`src/rtl/data_cache_ctrl.sv`:
```
// Direct-mapped, write-through, no-write-allocate data cache, one word per line.
// Read hits are returned combinationally in the access cycle. A miss fill or a
// write-through holds stall high until the backing memory acknowledges; a single
// RESP cycle then hands the result to the pipeline with stall low.
// Backing-memory handshake: bm_req is held high with bm_we/bm_addr/bm_wdata stable
// until a one-cycle bm_ack pulse completes the transfer; bm_rdata is valid only in
// the cycle bm_ack is 1, and bm_req drops in the following cycle.
module data_cache_ctrl #(
    parameter int INDEX_BITS = 4
) (
    input  logic        clk,
    input  logic        reset,
    input  logic [31:0] addr,
    input  logic [31:0] wdata,
    input  logic        mem_write,
    input  logic        mem_read,
    output logic [31:0] rdata,
    output logic        stall,
    output logic        bm_req,
    output logic        bm_we,
    output logic [31:0] bm_addr,
    output logic [31:0] bm_wdata,
    input  logic [31:0] bm_rdata,
    input  logic        bm_ack
);

    localparam int TAG_BITS = 30 - INDEX_BITS;
    localparam int LINES    = 1 << INDEX_BITS;

    typedef enum logic [1:0] {
        IDLE  = 2'd0,
        FILL  = 2'd1,
        WRITE = 2'd2,
        RESP  = 2'd3
    } state_t;

    state_t                  state;
    logic [LINES-1:0]        valid;
    logic [TAG_BITS-1:0]     tag_array  [LINES];
    logic [31:0]             data_array [LINES];
    logic [31:0]             resp_data;

    logic [INDEX_BITS-1:0]   index;
    logic [TAG_BITS-1:0]     tag;
    logic                    hit;
    logic                    unused_byte_sel;

    // Address split; the byte offset does not select anything in a word cache.
    always_comb begin
        index           = addr[INDEX_BITS+1:2];
        tag             = addr[31:INDEX_BITS+2];
        hit             = valid[index] && (tag_array[index] == tag);
        unused_byte_sel = ^addr[1:0];
    end

    // Stall and load data depend only on state, requests and hit, never on bm_ack.
    always_comb begin
        stall = 1'b0;
        rdata = 32'h0;
        case (state)
            IDLE: begin
                if (mem_write) begin
                    stall = 1'b1;
                end else if (mem_read) begin
                    stall = !hit;
                    rdata = hit ? data_array[index] : 32'h0;
                end
            end
            FILL, WRITE: stall = 1'b1;
            RESP:        rdata = resp_data;
            default:     stall = 1'b0;
        endcase
    end

    // Control FSM with registered backing-memory request and valid bits.
    always_ff @(posedge clk or posedge reset) begin
        if (reset) begin
            state     <= IDLE;
            valid     <= '0;
            bm_req    <= 1'b0;
            bm_we     <= 1'b0;
            bm_addr   <= 32'h0;
            bm_wdata  <= 32'h0;
            resp_data <= 32'h0;
        end else begin
            case (state)
                IDLE: begin
                    if (mem_write) begin
                        state    <= WRITE;
                        bm_req   <= 1'b1;
                        bm_we    <= 1'b1;
                        bm_addr  <= {addr[31:2], 2'b00};
                        bm_wdata <= wdata;
                    end else if (mem_read && !hit) begin
                        state   <= FILL;
                        bm_req  <= 1'b1;
                        bm_we   <= 1'b0;
                        bm_addr <= {addr[31:2], 2'b00};
                    end
                end
                FILL: begin
                    if (bm_ack) begin
                        valid[index] <= 1'b1;
                        resp_data    <= bm_rdata;
                        bm_req       <= 1'b0;
                        state        <= RESP;
                    end
                end
                WRITE: begin
                    if (bm_ack) begin
                        resp_data <= 32'h0;
                        bm_req    <= 1'b0;
                        bm_we     <= 1'b0;
                        state     <= RESP;
                    end
                end
                RESP:    state <= IDLE;
                default: state <= IDLE;
            endcase
        end
    end

    // Tag/data arrays: filled on a read miss, updated by a write that hits.
    always_ff @(posedge clk) begin
        if (state == FILL && bm_ack) begin
            tag_array[index]  <= tag;
            data_array[index] <= bm_rdata;
        end else if (state == WRITE && bm_ack && hit) begin
            data_array[index] <= wdata;
        end
    end

endmodule

```
`config.mk`:
```
export PLATFORM = sky130hd
export DESIGN_NAME = data_cache_ctrl
export DESIGN_NICKNAME = d
export VERILOG_FILES = /design/src/rtl/data_cache_ctrl.sv
export SDC_FILE = /design/constraint.sdc
export NUM_CORES = 1
export LEC_CHECK = 0
export BUFFER_PORTS_ARGS = -buffer_cell sky130_fd_sc_hd__buf_2
export CAP_MARGIN = 20
export CORE_ASPECT_RATIO = 0.75
export CORE_MARGIN = 3
export CORE_UTILIZATION = 61
export DETAILED_ROUTE_END_ITERATION = 6
export PLACE_DENSITY = 0.81
export SLEW_MARGIN = 5
export SYNTH_ARGS = -nofsm -noshare
export SYNTH_HDL_FRONTEND = slang
export SYNTH_SLANG_ARGS = --single-unit
```
`constraint.sdc`:
```
create_clock -name clk -period 5.3 [get_ports clk]
set_input_delay 0.265 -clock clk [delete_from_list [all_inputs] [get_ports clk]]
set_output_delay 0.265 -clock clk [all_outputs]
set_load 0.03 [all_outputs]
```
Word-level counts from Yosys, hierarchy flattened
Memory sizes are Yosys's and may differ from the RTL's.
Index checks and enable logic that the tools add are counted.

word-level totals
  output and inout port bits = 99
  memories = 2
  bits of input ports = 101
  bits in writable memories = 928
  word-level logic and storage cells = 74
  register bits = 116

memories
  name        words  bits a word  read ports  clocked after memory_dff  write ports  line  source
  data_array  16     32           1           0                         1            40    logic [31:0] data_array [LINES];
  tag_array   16     26           1           0                         1            39    logic [TAG_BITS-1:0] tag_array [LINES];

cells by class
  reductions and logical operators = 20
  bitwise gates (word level) = 2
  equal/unequal tests = 8
  mux-type cells = 33
  order comparisons = 2

operators by type and width
  cell                number
  $mux 32             8
  $pmux 32 s2         2
  $eq 26x26->1        1
  $or 16x16->16       1
  $mux 1              14
  $reduce_and 3->1    3
  $reduce_and 2->1    4
  $reduce_bool 2->1   4
  $logic_and 1x1->1   6
  $mux 2              3
  $pmux 1 s2          3
  $pmux 2 s3          1
  $lt 4x5->1 const B  1
  $bmux 1 s4          1
  $demux 1 s4         1
  $eq 2x2->1 const B  2
  $ge 4x1->1 const B  1
  $ne 2x2->1 const B  2
  $ne 3x3->1 const B  1
  $eq 2x1->1 const B  1
  $logic_not 2->1     1
  $ne 2x1->1 const B  1
  $reduce_or 2->1     1
  $logic_not 1->1     1
  $or 1x1->1          1

Longest topological paths before layout
Gate-level depths: netlist (run 1).

  word-level depth = 8
  mapped depth = 16
  depth with buffers taken out = 9

Worst setup path after synthesis (run 1)
OpenSTA, ideal clock, no wires.

  path type = input to register
  start point = input port addr[3]
  end point = memory data_array[0][0], enable pin
  library setup time = 421 ps
  stages = 12
  path slack = 664 ps
  data required time = 4879 ps
  path buffers = 3
  data arrival time = 4215 ps
  path through = buf_6 -> buf_4 -> buf_4 -> mux4_2 -> a221oi_1 -> nor2_1 -> a211oi_1 -> o221ai_1 -> or4_1 -> o31ai_1 -> nand2_1 -> nor2_1

between the ends
  word-level cells in the longest chain between the ends = 8
  elaborated cells between the ends (all ways) = 10
  classes of those cells = 1 x eq/ne; 5 x mux; 1 x bitwise; 2 x reduce/logical; 1 x memory

ends and longest elaborated chain
  item                                         line  source
  start, declared                              13    input logic [31:0] addr,
  $mem_v2 16x26 or $bmux 1 s4 (tied branches)  --
  $eq 26x26->1 or $mux 1 (tied branches)       52    hit = valid[index] && (tag_array[index] == tag);
  $logic_and 1x1->1                            52
  $logic_and 1x1->1                            128   end else if (state == WRITE && bm_ack && hit) begin
  $mux 1                                       128
  $mux 1                                       125   if (state == FILL && bm_ack) begin
  $mux 1 (implied by the code)                 129   data_array[index] <= wdata;
  $or 1x1->1 (no source line)                  --
  end, declared                                40

Several ways; a longest one is shown, not always the timed one. The select of a mux whose other input is x is not followed.

Worst setup path in the final report (run 1)
  start point = input port addr[3]
  end point = output port rdata[21]

between the ends
  word-level cells in the longest chain between the ends = 7
  elaborated cells between the ends (all ways) = 10
  classes of those cells = 1 x eq/ne; 6 x mux; 1 x reduce/logical; 2 x memory

ends and longest elaborated chain
  item                                         line  source
  $mem_v2 16x26 or $bmux 1 s4 (tied branches)  --
  $eq 26x26->1 or $mux 1 (tied branches)       52
  $logic_and 1x1->1                            52
  $mux 32 (*)                                  66    rdata = hit ? data_array[index] : 32'h0;
  $mux 32 (*)                                  64    end else if (mem_read) begin
  $mux 32 (*)                                  62    if (mem_write) begin
  $pmux 32 s2 (*)                              60    case (state)
  end, declared                                17    output logic [31:0] rdata,

Every way passes the cells marked *; elsewhere a longest branch is shown, timed or not. The select of a mux whose other input is x is not followed.

==> results of run 1 <==
## what timing repair did
item	CTS	global route
setup buffers	0	0
endpoints found under the hold margin	107	0
hold buffers	66	0
## per-layer routing
| layer | vias to the layer above | wire, um | share of wire | track usage |
|---|---|---|---|---|
| met3 | 330 | 12700 | 0.12 | 0.0773 |
| met4 | 4 | 4080 | 0.038 | 0.116 |
| met2 | 1782 | 52300 | 0.49 | 0.496 |
| met1 | 11700 | 38300 | 0.36 | 0.426 |
| met5 | - | 26 | 0.00024 | 0 |
| li1 | 8852 | - | - | - |
## registers in the layout (all words and copies together) (netlist names)
name        flops
bm_addr        30
bm_req          1
bm_wdata       32
bm_we           1
data_array    512
resp_data      32
state           2
tag_array     416
valid          16
## cells in the final DEF (no fill, tap or decap), types with 8 or more instances in the layout
| cell type | instances |
|---|---|
| clkbuf_1 | 22 |
| mux2_4 | 29 |
| nor2_1 | 16 |
| dfrtp_1 | 114 |
| a22oi_1 | 21 |
| a21oi_1 | 8 |
| xnor2_1 | 28 |
| mux2_2 | 96 |
| or2_2 | 17 |
| buf_4 | 45 |
| nand2b_1 | 8 |
| a221oi_1 | 12 |
| bufinv_16 | 11 |
| clkinv_2 | 23 |
| nor2_4 | 27 |
| edfxtp_1 | 928 |
| buf_12 | 23 |
| clkbuf_8 | 9 |
| o21ai_0 | 39 |
| dlygate4sd3_1 | 66 |
| mux2i_1 | 92 |
| a22o_1 | 35 |
| mux4_2 | 229 |
| clkbuf_16 | 96 |
| nand2_1 | 56 |
| inv_1 | 46 |
| buf_2 | 192 |
| o22ai_1 | 10 |
## per-stage QoR
step                cell area (um^2)  std cells  hold WS, ns  power, uW   util
global route                   47900       3286       0.0335      20700  0.724
finish                         47900       3286       0.0300      20100  0.724
detailed placement             44000       3035        0.307      13000  0.664
floorplan                      41300       2003        0.364      11900      -
CTS                            47800       3280      0.00692      20000  0.723
global placement               43900       3032        0.297      12800  0.663
## kinds of logic after synthesis
kind of cell / count (synthesis)
flops: 1042
fa+ha+maj: 5
xor+xnor: 29
simple gates: 164
mux: 446
other cells: 1
compound gates: 164
buf+inv: 151
## how the worst max path moves through the flow
stage	startpoint	end	depth (start not counted)
floorplan	addr[3]	data_array[0][0]$_DFFE_PP_	12
detailed placement	addr[3]	data_array[0][17]$_DFFE_PP_	12
CTS	tag_array[2][19]$_DFFE_PP_	rdata[1]	11
finish	addr[3]	rdata[21]	13
global placement	addr[3]	data_array[1][29]$_DFFE_PP_	12
global route	addr[3]	rdata[21]	13
## critical path, cell delays in order
cell	delay [ns]
buf_8	0.41
buf_4	0.70
mux4_2	0.60
mux2i_1	0.20
xnor2_1	0.09
nor2_1	0.30
a22oi_1	0.17
a2111o_1	0.40
nor2_1	0.25
nand4_1	0.28
buf_4	0.36
o21ai_0	0.34
buf_2	0.26
## final cells by class
| cell class | instances | share of cell area |
|---|---|---|
| Sequential cell | 1042 | 0.641 |
| Clock buffer | 127 | 0.0545 |
| Multi-Input combinational cell | 810 | 0.211 |
| Antenna cell | 4 | 0.000209 |
| Clock inverter | 52 | 0.0128 |
| Tap cell | 871 | 0.0227 |
| Inverter | 48 | 0.00389 |
| Timing Repair Buffer | 332 | 0.0534 |
## power groups by stage
stage,registers [uW],logic [uW],clock network (uW)
after floorplan,10400,1560,0
after global placement,9890,2930,0
after detailed placement,9940,3020,0
after CTS,9800,3120,7120
after global routing,9860,3320,7480
final,9830,3180,7130
==> metrics.yaml, run 1 <==
synthesis:
  synth_xor_area_frac: 0.00614
  syn_area_per_cell_um2: 20.6
  synth_edf_count: 928
  synth_cell_types: 61
  yosysTopAreaCell: "edfxtp_1"
  synth_area_um2: 41300
  synth-async-reset-ratio: 0.109
  postSynthCellCount: 2002
  ys_top_cells_by_count: "928 x edfxtp_1, 229 x mux4_2, 114 x dfrtp_1"
  synthFlopType: "edfxtp_1"
  yosys.area.top_type_share: 0.674
  synth_compound_area_frac: 0.0295
  synth_area_leaders: "edfxtp_1 67%, mux4_2 12%, dfrtp_1 6.9%, mux2_2 2.6%, mux2i_1 2.2%"
  synth_seq_cells: 1042
  muxShareOfSynthArea: 0.184
  synth_most_common_cell: "edfxtp_1"
  yosysSeqAreaShare: 0.743
  yosys_warnings: 0
  synthSimpleGateAreaFrac: 0.0183
  yosys.area_share.adder: 0.00151
  synth_top_family_by_area: "multiplexers"
finish:
  multiInputGateArea_um2: 10100
  num-fill-cells: 3494
  layout-drive-gt1-share: 0.345
  nets: 2435
  areaGrowthSynthToFinish_pct: 15.9
  seq_area_um2: 30700
status:
  outcome: "complete, no violations"
placement:
  post-dp-hpwl_um: 55800
  port_buffers: 195
  gp_congestion: 0.842
  pre_cts_ws_ns: 0.423
power:
  intPower_uw: 14800
  irDropWorstVdd_mv: 0.294
  p_comb_frac: 0.158
  p_clk_frac: 0.354
  seqPwrFrac: 0.488
  leakagePower_uw: 0.0165
  switchingPower_uw: 5390
  power_density_nw_per_um2: 420
  netSwitchingFraction: 0.268
setup_path:
  start_kind: "primary input"
  endpoint_kind: "output pin"
  worst-setup-path-type: "in2out"
  r2r-start: "tag_array[14][9]$_DFFE_PP_"
  arrival_ns: 4.75
  r2r_end: "data_array[0][28]$_DFFE_PP_"
  ff2ff_path_depth: 10
  crit_fanout: 53
  regToRegSetupSlack_ns: 0.98
  critPathRequiredTime_ns: 5.04
worst_hold_path:
  holdPathEnd: "tag_array[5][3]$_DFFE_PP_"
  min_from: "addr[9]"
  hp-class: "in2reg"
  whs_path_depth: 1
detailed_routing:
  vias: 22700
  drt_iter0_markers: 3183
  drt_wl_total_um: 107000
  wire_per_inst_um: 32.7
  ant_nets: 0
  vias_per_cell: 6.91
  dr.pass1.iters: 6
  drc: 0
sta:
  layout_min_cycle_time_ns: 5.02
  tns_ns: 0
  skew_ns: 0.0365
  fin_ws_ns: 0.281
  drv_slew: 0
  tightest_slew_ns: 1.12
  fmax_ghz: 0.199
  relSlewSlack: 0.248
  hold_viol: 0
  period_share: 0.947
  grt_setup_unrepaired: "false"
  setup_viol: 0
clocking:
  cts_sinks: 1042
  cts_max_path_buffers: 3
  clk_latency_ns: 0.67
  cts_max_level: 3
  cts_tree: "yes"
  clockRootBuffer: "clkbuf_16"
  path_clk_slew_ns: 0.06
  cts_made_buffers: 95
  post_cts_resize_count: 0
floorplan:
  num_rows: 81
  die_h_um: 231
  start_util: 0.625
  dieArea_um2: 71000
  ios: 200
  die_w_um: 307
  core_um2: 66200
global_routing:
  grt_pass1_wl_um: 160000
  overflow: 0
  grt_max_degree: 81
  grt_pass1_vias: 23500
  grt_use_total: 0.311
  antenna_found_initial: 6
job:
  cap_viol_max_count: 0
Power figures use the tool's default switching activity.
==> run 2, diff against run 1 <==
--- a/config.mk
+++ b/config.mk
@@ -11,6 +11,7 @@
 export CORE_MARGIN = 3
 export CORE_UTILIZATION = 61
 export DETAILED_ROUTE_END_ITERATION = 6
+export MAX_ROUTING_LAYER = met4
 export PLACE_DENSITY = 0.81
 export SLEW_MARGIN = 5
 export SYNTH_ARGS = -nofsm -noshare
==> run 2 against run 1 <==
Compared with the run above: routed wire length up 0.80%; cell count unchanged; clock-buffer cell count unchanged; highest routed layer is now met4; via count up 0.45%; first-iteration DRC count up 2.0%; non-clock buffer count unchanged; register-to-register slack worse by 0.02 ns; power up 0.11%; critical endpoint unchanged; combinational power about the same; clock power about the same.
==> metrics.yaml, run 2 (synthesized netlist as in run 1, its figures left out) <==
finish:
  top_regs: "data_array: 512 flops, tag_array: 416 flops"
  mostFrequentLayoutCells: "928 x edfxtp_1, 229 x mux4_2, 192 x buf_2"
  num-fill-cells: 3490  # -0.11%
  multiInputGateArea_um2: 10100  # unchanged
  fin_area_um2: 47900  # unchanged
  seq_area_um2: 30700  # unchanged
  largest_reg_flops: 512  # unchanged
  top_register: "data_array"
  areaGrowthSynthToFinish_pct: 15.9  # unchanged
  nets: 2435  # unchanged
  layout_commonest_cell: "edfxtp_1"
  layout-drive-gt1-share: 0.345  # unchanged
clocking:
  clockRootBuffer: "clkbuf_16"
  cts_max_level: 3  # unchanged
  clk_latency_ns: 0.67  # about the same
  cts_max_path_buffers: 3  # unchanged
  cts_tree: "yes"
  path_clk_slew_ns: 0.06  # about the same
  cts_made_buffers: 95  # unchanged
  postCtsSetupRepairBufs: 0  # unchanged
  ctsHoldBuffers: 66  # unchanged
  post_cts_resize_count: 0  # unchanged
  cts_sinks: 1042  # unchanged
setup_path:
  endpoint_kind: "output pin"
  crit_chain: "buf_8 > buf_4 > mux4_2 > mux2i_1 > xnor2_1 > nor2_1 > a22oi_1 > a2111o_1 > nor2_1 > nand4_1 > buf_4 > o21ai_0 > buf_2"
  critPathRequiredTime_ns: 5.04  # about the same
  crit_end: "rdata[21]"
  crit_cells: 13  # unchanged
  regToRegSetupSlack_ns: 0.96  # -0.02 ns
  arrival_ns: 4.80  # +0.05 ns
  r2r_end: "data_array[0][28]$_DFFE_PP_"
  critical-path-slowest-cell: "buf_4"
  start_kind: "primary input"
  r2r-start: "tag_array[14][9]$_DFFE_PP_"
  worst-setup-path-type: "in2out"
  cp_num_buf_inv: 4  # unchanged
  startpoint: "addr[3]"
  crit_fanout: 53  # unchanged
  ff2ff_path_depth: 10  # unchanged
  cp_top_family: "buffers and inverters"
  cp_slowest_stage_delay_ns: 0.69  # about the same
placement:
  pre_cts_ws_ns: 0.423  # unchanged
  post-dp-hpwl_um: 55800  # unchanged
  port_buffers: 195  # unchanged
  place_area_um2: 44000  # unchanged
  gp_congestion: 0.855  # +1.6%
sta:
  fmax_ghz: 0.197  # -0.91%
  skew_ns: 0.0368  # +0.000243 ns
  relSlewSlack: 0.253  # +0.00484
  drv_slew: 0  # unchanged
  tightest_slew_ns: 1.12  # -0.00724 ns
  layout_min_cycle_time_ns: 5.07  # +0.0462 ns
  hold_viol: 0  # unchanged
  fin_ws_ns: 0.235  # -0.0462 ns
  grt_setup_unrepaired: "false"
  tns_ns: 0  # unchanged
  setup_viol: 0  # unchanged
  period_share: 0.956  # +0.00873
worst_hold_path:
  hp-class: "in2reg"
power:
  leakagePower_uw: 0.0165  # unchanged
  power_density_nw_per_um2: 421  # +0.11%
  irDropWorstVdd_mv: 0.292  # -0.60%
  finalPower_uw: 20200  # +0.11%
global_routing:
  overflow: 0  # unchanged
  grt_pass1_vias: 23500  # -0.14%
  grt_pass1_wl_um: 160000  # about the same
  antenna_found_initial: 4  # -2
  grt_use_total: 0.321  # +0.00995
  grt_max_degree: 81  # unchanged
detailed_routing:
  drc: 0  # unchanged
  wl_met3_um: 12800  # +0.94%
  vias: 22800  # +0.45%
  wl_met2_um: 52700  # +0.88%
  drt_iter0_markers: 3246  # +2.0%
  ant_nets: 0  # unchanged
  vias_per_cell: 6.94  # +0.45%
  met1Wirelength_um: 38500  # +0.51%
  dr.pass1.iters: 5  # -1
  topRoutingLayerUsed: "met4"
  wire_per_inst_um: 32.9  # +0.80%
  drt_wl_total_um: 108000  # +0.80%
floorplan:
  die_h_um: 231  # unchanged
  start_util: 0.625  # unchanged
  die_w_um: 307  # unchanged
  dieArea_um2: 71000  # unchanged
  num_rows: 81  # unchanged
  ios: 200  # unchanged
  core_um2: 66200  # unchanged
job:
  cap_viol_max_count: 0  # unchanged
status:
  outcome: "complete, no violations"
run 2: worst min-delay path by stage:
stage,from,end,slack (ns),depth (start not counted)
after detailed placement,reset,bm_addr[21]$_DFFE_PP0P_,0.31,2
after global routing,addr[9],tag_array[5][3]$_DFFE_PP_,0.03,1
after CTS,addr[24],tag_array[4][18]$_DFFE_PP_,0.007,1
after global placement,reset,bm_addr[23]$_DFFE_PP0P_,0.30,2
after floorplan,addr[6],tag_array[0][0]$_DFFE_PP_,0.36,0
final,addr[9],tag_array[7][3]$_DFFE_PP_,0.03,1
run 2: through the flow:
step                hold WS (ns)   util  cells
finish                    0.0318  0.724   3286
detailed placement         0.307  0.664   3035
CTS                      0.00692  0.723   3280
floorplan                  0.364      -   2003
global placement           0.297  0.663   3032
global route              0.0280  0.724   3286
run 2: final cells by class:
class,instances,area share
repair buffers,332,0.0534
flip-flops and latches,1042,0.641
multi-input cells,810,0.211
well taps,871,0.0227
clock buffers,127,0.0545
clock inverters,52,0.0128
inverters,48,0.00389
diodes,4,0.000209
run 2: routing by layer:
| layer | global-route usage | vias to the layer above |
|---|---|---|
| met2 | 0.496 | 1849 |
| met5 | - | - |
| met1 | 0.431 | 11800 |
| met4 | 0.113 | 0 |
| met3 | 0.0724 | 357 |
| li1 | - | 8852 |
run 2: power breakdown:
| group | total, uW | internal [uW] | switching, uW |
|---|---|---|---|
| registers | 9830 | 9500 | 325 |
| logic | 3190 | 1210 | 1980 |
| clock network | 7140 | 4030 | 3110 |
| total | 20200 | 14800 | 5410 |
==> run 3, diff against run 2 <==
--- a/config.mk
+++ b/config.mk
@@ -11,6 +11,7 @@
 export CORE_MARGIN = 3
 export CORE_UTILIZATION = 61
 export DETAILED_ROUTE_END_ITERATION = 6
+export GPL_TIMING_DRIVEN = 0
 export MAX_ROUTING_LAYER = met4
 export PLACE_DENSITY = 0.81
 export SLEW_MARGIN = 5
==> run 3 against run 2 <==
Compared with the run above: the flow now finishes with violations (negative setup slack); global-route usage is 3.2 points higher; first-iteration DRC count increased by 33%; non-clock buffer count is 77 higher; critical path type unchanged; worst setup slack got worse by 0.32 ns; sequential share of layout area is 0.72 points lower; critical path depth up 2; clock-buffer cell count rose by 4; highest routed layer unchanged; design area up 1.1%; sequential cell count unchanged; maximum frequency shrank 5.9%; die area unchanged; cell count up 2.5%.
==> metrics.yaml, run 3 (synthesized netlist as in run 1, its figures left out) <==
floorplan:
  dieArea_um2: 71000  # unchanged
  core_um2: 66200  # unchanged
  ios: 200  # unchanged
  num_rows: 81  # unchanged
  start_util: 0.625  # unchanged
  die_w_um: 307  # unchanged
  die_h_um: 231  # unchanged
setup_path:
  critical-path-slowest-cell: "a2111o_1"
  start_kind: "primary input"
  worst-setup-path-type: "in2out"
  endpoint_kind: "output pin"
  cp_slowest_stage_delay_ns: 0.51  # -0.18 ns
  arrival_ns: 5.12  # +0.32 ns
  crit_chain: "buf_2 > buf_2 > buf_2 > clkbuf_4 > mux2i_1 > a22oi_1 > a21o_1 > a21oi_1 > nand4_1 > a2111o_1 > nor2_1 > nand4_1 > buf_2 > o21ai_0 > buf_2"
  crit_top_cell: "buf_2"
  cp_top_family: "buffers and inverters"
  critPathRequiredTime_ns: 5.04  # about the same
  cp_num_buf_inv: 6  # +2
  crit_fanout: 10  # -81%
placement:
  port_buffers: 193  # -1.0%
  gp_congestion: 0.919  # +7.5%
  post-dp-hpwl_um: 68500  # +23%
finish:
  top_register: "data_array"
  layout-drive-gt1-share: 0.341  # -0.00441
  nets: 2514  # +3.2%
  mostFrequentLayoutCells: "928 x edfxtp_1, 229 x mux4_2, 220 x buf_2"
  layout_commonest_cell: "edfxtp_1"
  top_regs: "data_array: 512 flops, tag_array: 416 flops"
  areaGrowthSynthToFinish_pct: 17.2
  largest_reg_flops: 512  # unchanged
global_routing:
  overflow: 0  # unchanged
  grt_pass1_vias: 24200  # +3.2%
  grt_pass1_wl_um: 171000  # +7.0%
  antenna_found_initial: 5  # +1
  grt_max_degree: 67  # -17%
  grt_use_total: 0.353  # +0.0316
clocking:
  cts_max_level: 3  # unchanged
  clk_latency_ns: 0.71  # +0.04 ns
  path_clk_slew_ns: 0.07  # about the same
  cts_tree: "yes"
  cts_max_path_buffers: 3  # unchanged
  cts_made_buffers: 97  # +2.1%
  postCtsSetupRepairBufs: 0  # unchanged
  cts_sinks: 1042  # unchanged
  clockRootBuffer: "clkbuf_16"
worst_hold_path:
  hp-class: "in2reg"
sta:
  fin_ws_ns: -0.0823  # -0.317 ns
  whs_ns: 0.0159  # -0.0159 ns
  relSlewSlack: 0.224  # -0.0292
  period_share: 1.02  # +0.0598
  layout_min_cycle_time_ns: 5.38  # +0.317 ns
  tightest_slew_ns: 1.16  # +0.0464 ns
  setup_viol: 5  # +5
  hold_viol: 0  # unchanged
  drv_slew: 0  # unchanged
  skew_ns: 0.0437  # +0.00694 ns
  fmax_ghz: 0.186  # -5.9%
detailed_routing:
  ant_nets: 0  # unchanged
  wire_per_inst_um: 37.0  # +12%
  drc: 0  # unchanged
  vias_per_cell: 7.20  # +3.7%
  drt_wl_total_um: 125000  # +15%
  dr.pass1.iters: 7  # +2
  drt_iter0_markers: 4331  # +33%
  vias: 24300  # +6.3%
status:
  outcome: "complete, but fails checks"
  violations: "negative setup slack"
power:
  leakagePower_uw: 0.0167  # +1.2%
  power_density_nw_per_um2: 419  # -0.53%
  irDropWorstVdd_mv: 0.362  # +24%
  finalPower_uw: 20300  # +0.59%
job:
  cap_viol_max_count: 0  # unchanged
run 3: changes by cell type in the layout (fill, tap and decap cells not counted), sizes merged:
| cell | change |
|---|---|
| buf | +22 |
| bufinv | -4 |
| clkbuf | +51 |
| clkdlybuf4s15 | +1 |
| clkinv | +4 |
| clkinvlp | -2 |
| diode | +1 |
| dlygate4sd3 | +7 |
| inv | +2 |
run 3: worst reg2reg max path, delay by kind of cell, from the launching register on:
kind	cells	cell delay, ns
and+or+nand+nor	4	1.92
AOI/OAI and AO/OA	4	1.76
muxes	1	0.52
DFF	1	0.36
buffers and inverters	1	0.31
run 3: worst paths after layout:
path,from,end,slack [ns],cells past startpoint
setup / recovery,addr[5],rdata[15],-0.08,15
hold / removal,addr[29],tag_array[13][23]$_DFFE_PP_,0.02,1
setup reg to reg,tag_array[15][9]$_DFFE_PP_,data_array[9][7]$_DFFE_PP_,0.10,10
hold reg to reg,valid[9]$_DFFE_PP0P_,valid[9]$_DFFE_PP0P_,0.47,1
max in group asynchronous,reset,resp_data[7]$_DFFE_PP0P_,4.30,4
min in group asynchronous,reset,bm_addr[16]$_DFFE_PP0P_,0.17,3
run 3: layout make-up:
type / count / area [um^2]
Antenna cell: 5 / 12.5
Buffer: 102 / 571
Clock buffer: 131 / 2610
Clock inverter: 52 / 538
Fill cell: 3434 / 17700
Inverter: 48 / 185
Multi-Input combinational cell: 810 / 10200
Sequential cell: 1042 / 30700
Tap cell: 871 / 1090
Timing Repair Buffer: 307 / 2560
run 3: through the flow:
| step | setup TNS, ns | std cells | setup WS (ns) | instance area [um^2] | util |
|---|---|---|---|---|---|
| after global routing | -0.229 | 3368 | -0.0708 | 48400 | 0.732 |
| final | -0.185 | 3368 | -0.0823 | 48400 | 0.732 |
| after floorplan | 0 | 2003 | 0.664 | 41300 | - |
| after global placement | -1237.15 | 3067 | -2.37 | 43400 | 0.656 |
| after CTS | 0 | 3357 | 0.00813 | 48300 | 0.730 |
| after detailed placement | -102.02 | 3101 | -0.381 | 44400 | 0.671 |
run 3: what timing repair did:
item                                   in CTS  in global routing
endpoints found under the hold margin     197                  0
gates resized for setup                     5                 16
hold buffers                               73                  0
setup endpoints to repair                   1                 30
run 3: metal layers:
metal	share of wire	up-vias	GRT usage	routed length, um
met5	0	-	-	0
li1	-	9014	-	-
met2	0.46	2610	0.513	57400
met3	0.16	560	0.116	19400
met4	0.050	0	0.136	6220
met1	0.33	12100	0.472	41700
run 3: power breakdown:
part	switching (uW)	internal (uW)
combinational	2160	1260
clock	3180	3830
sequential	336	9510
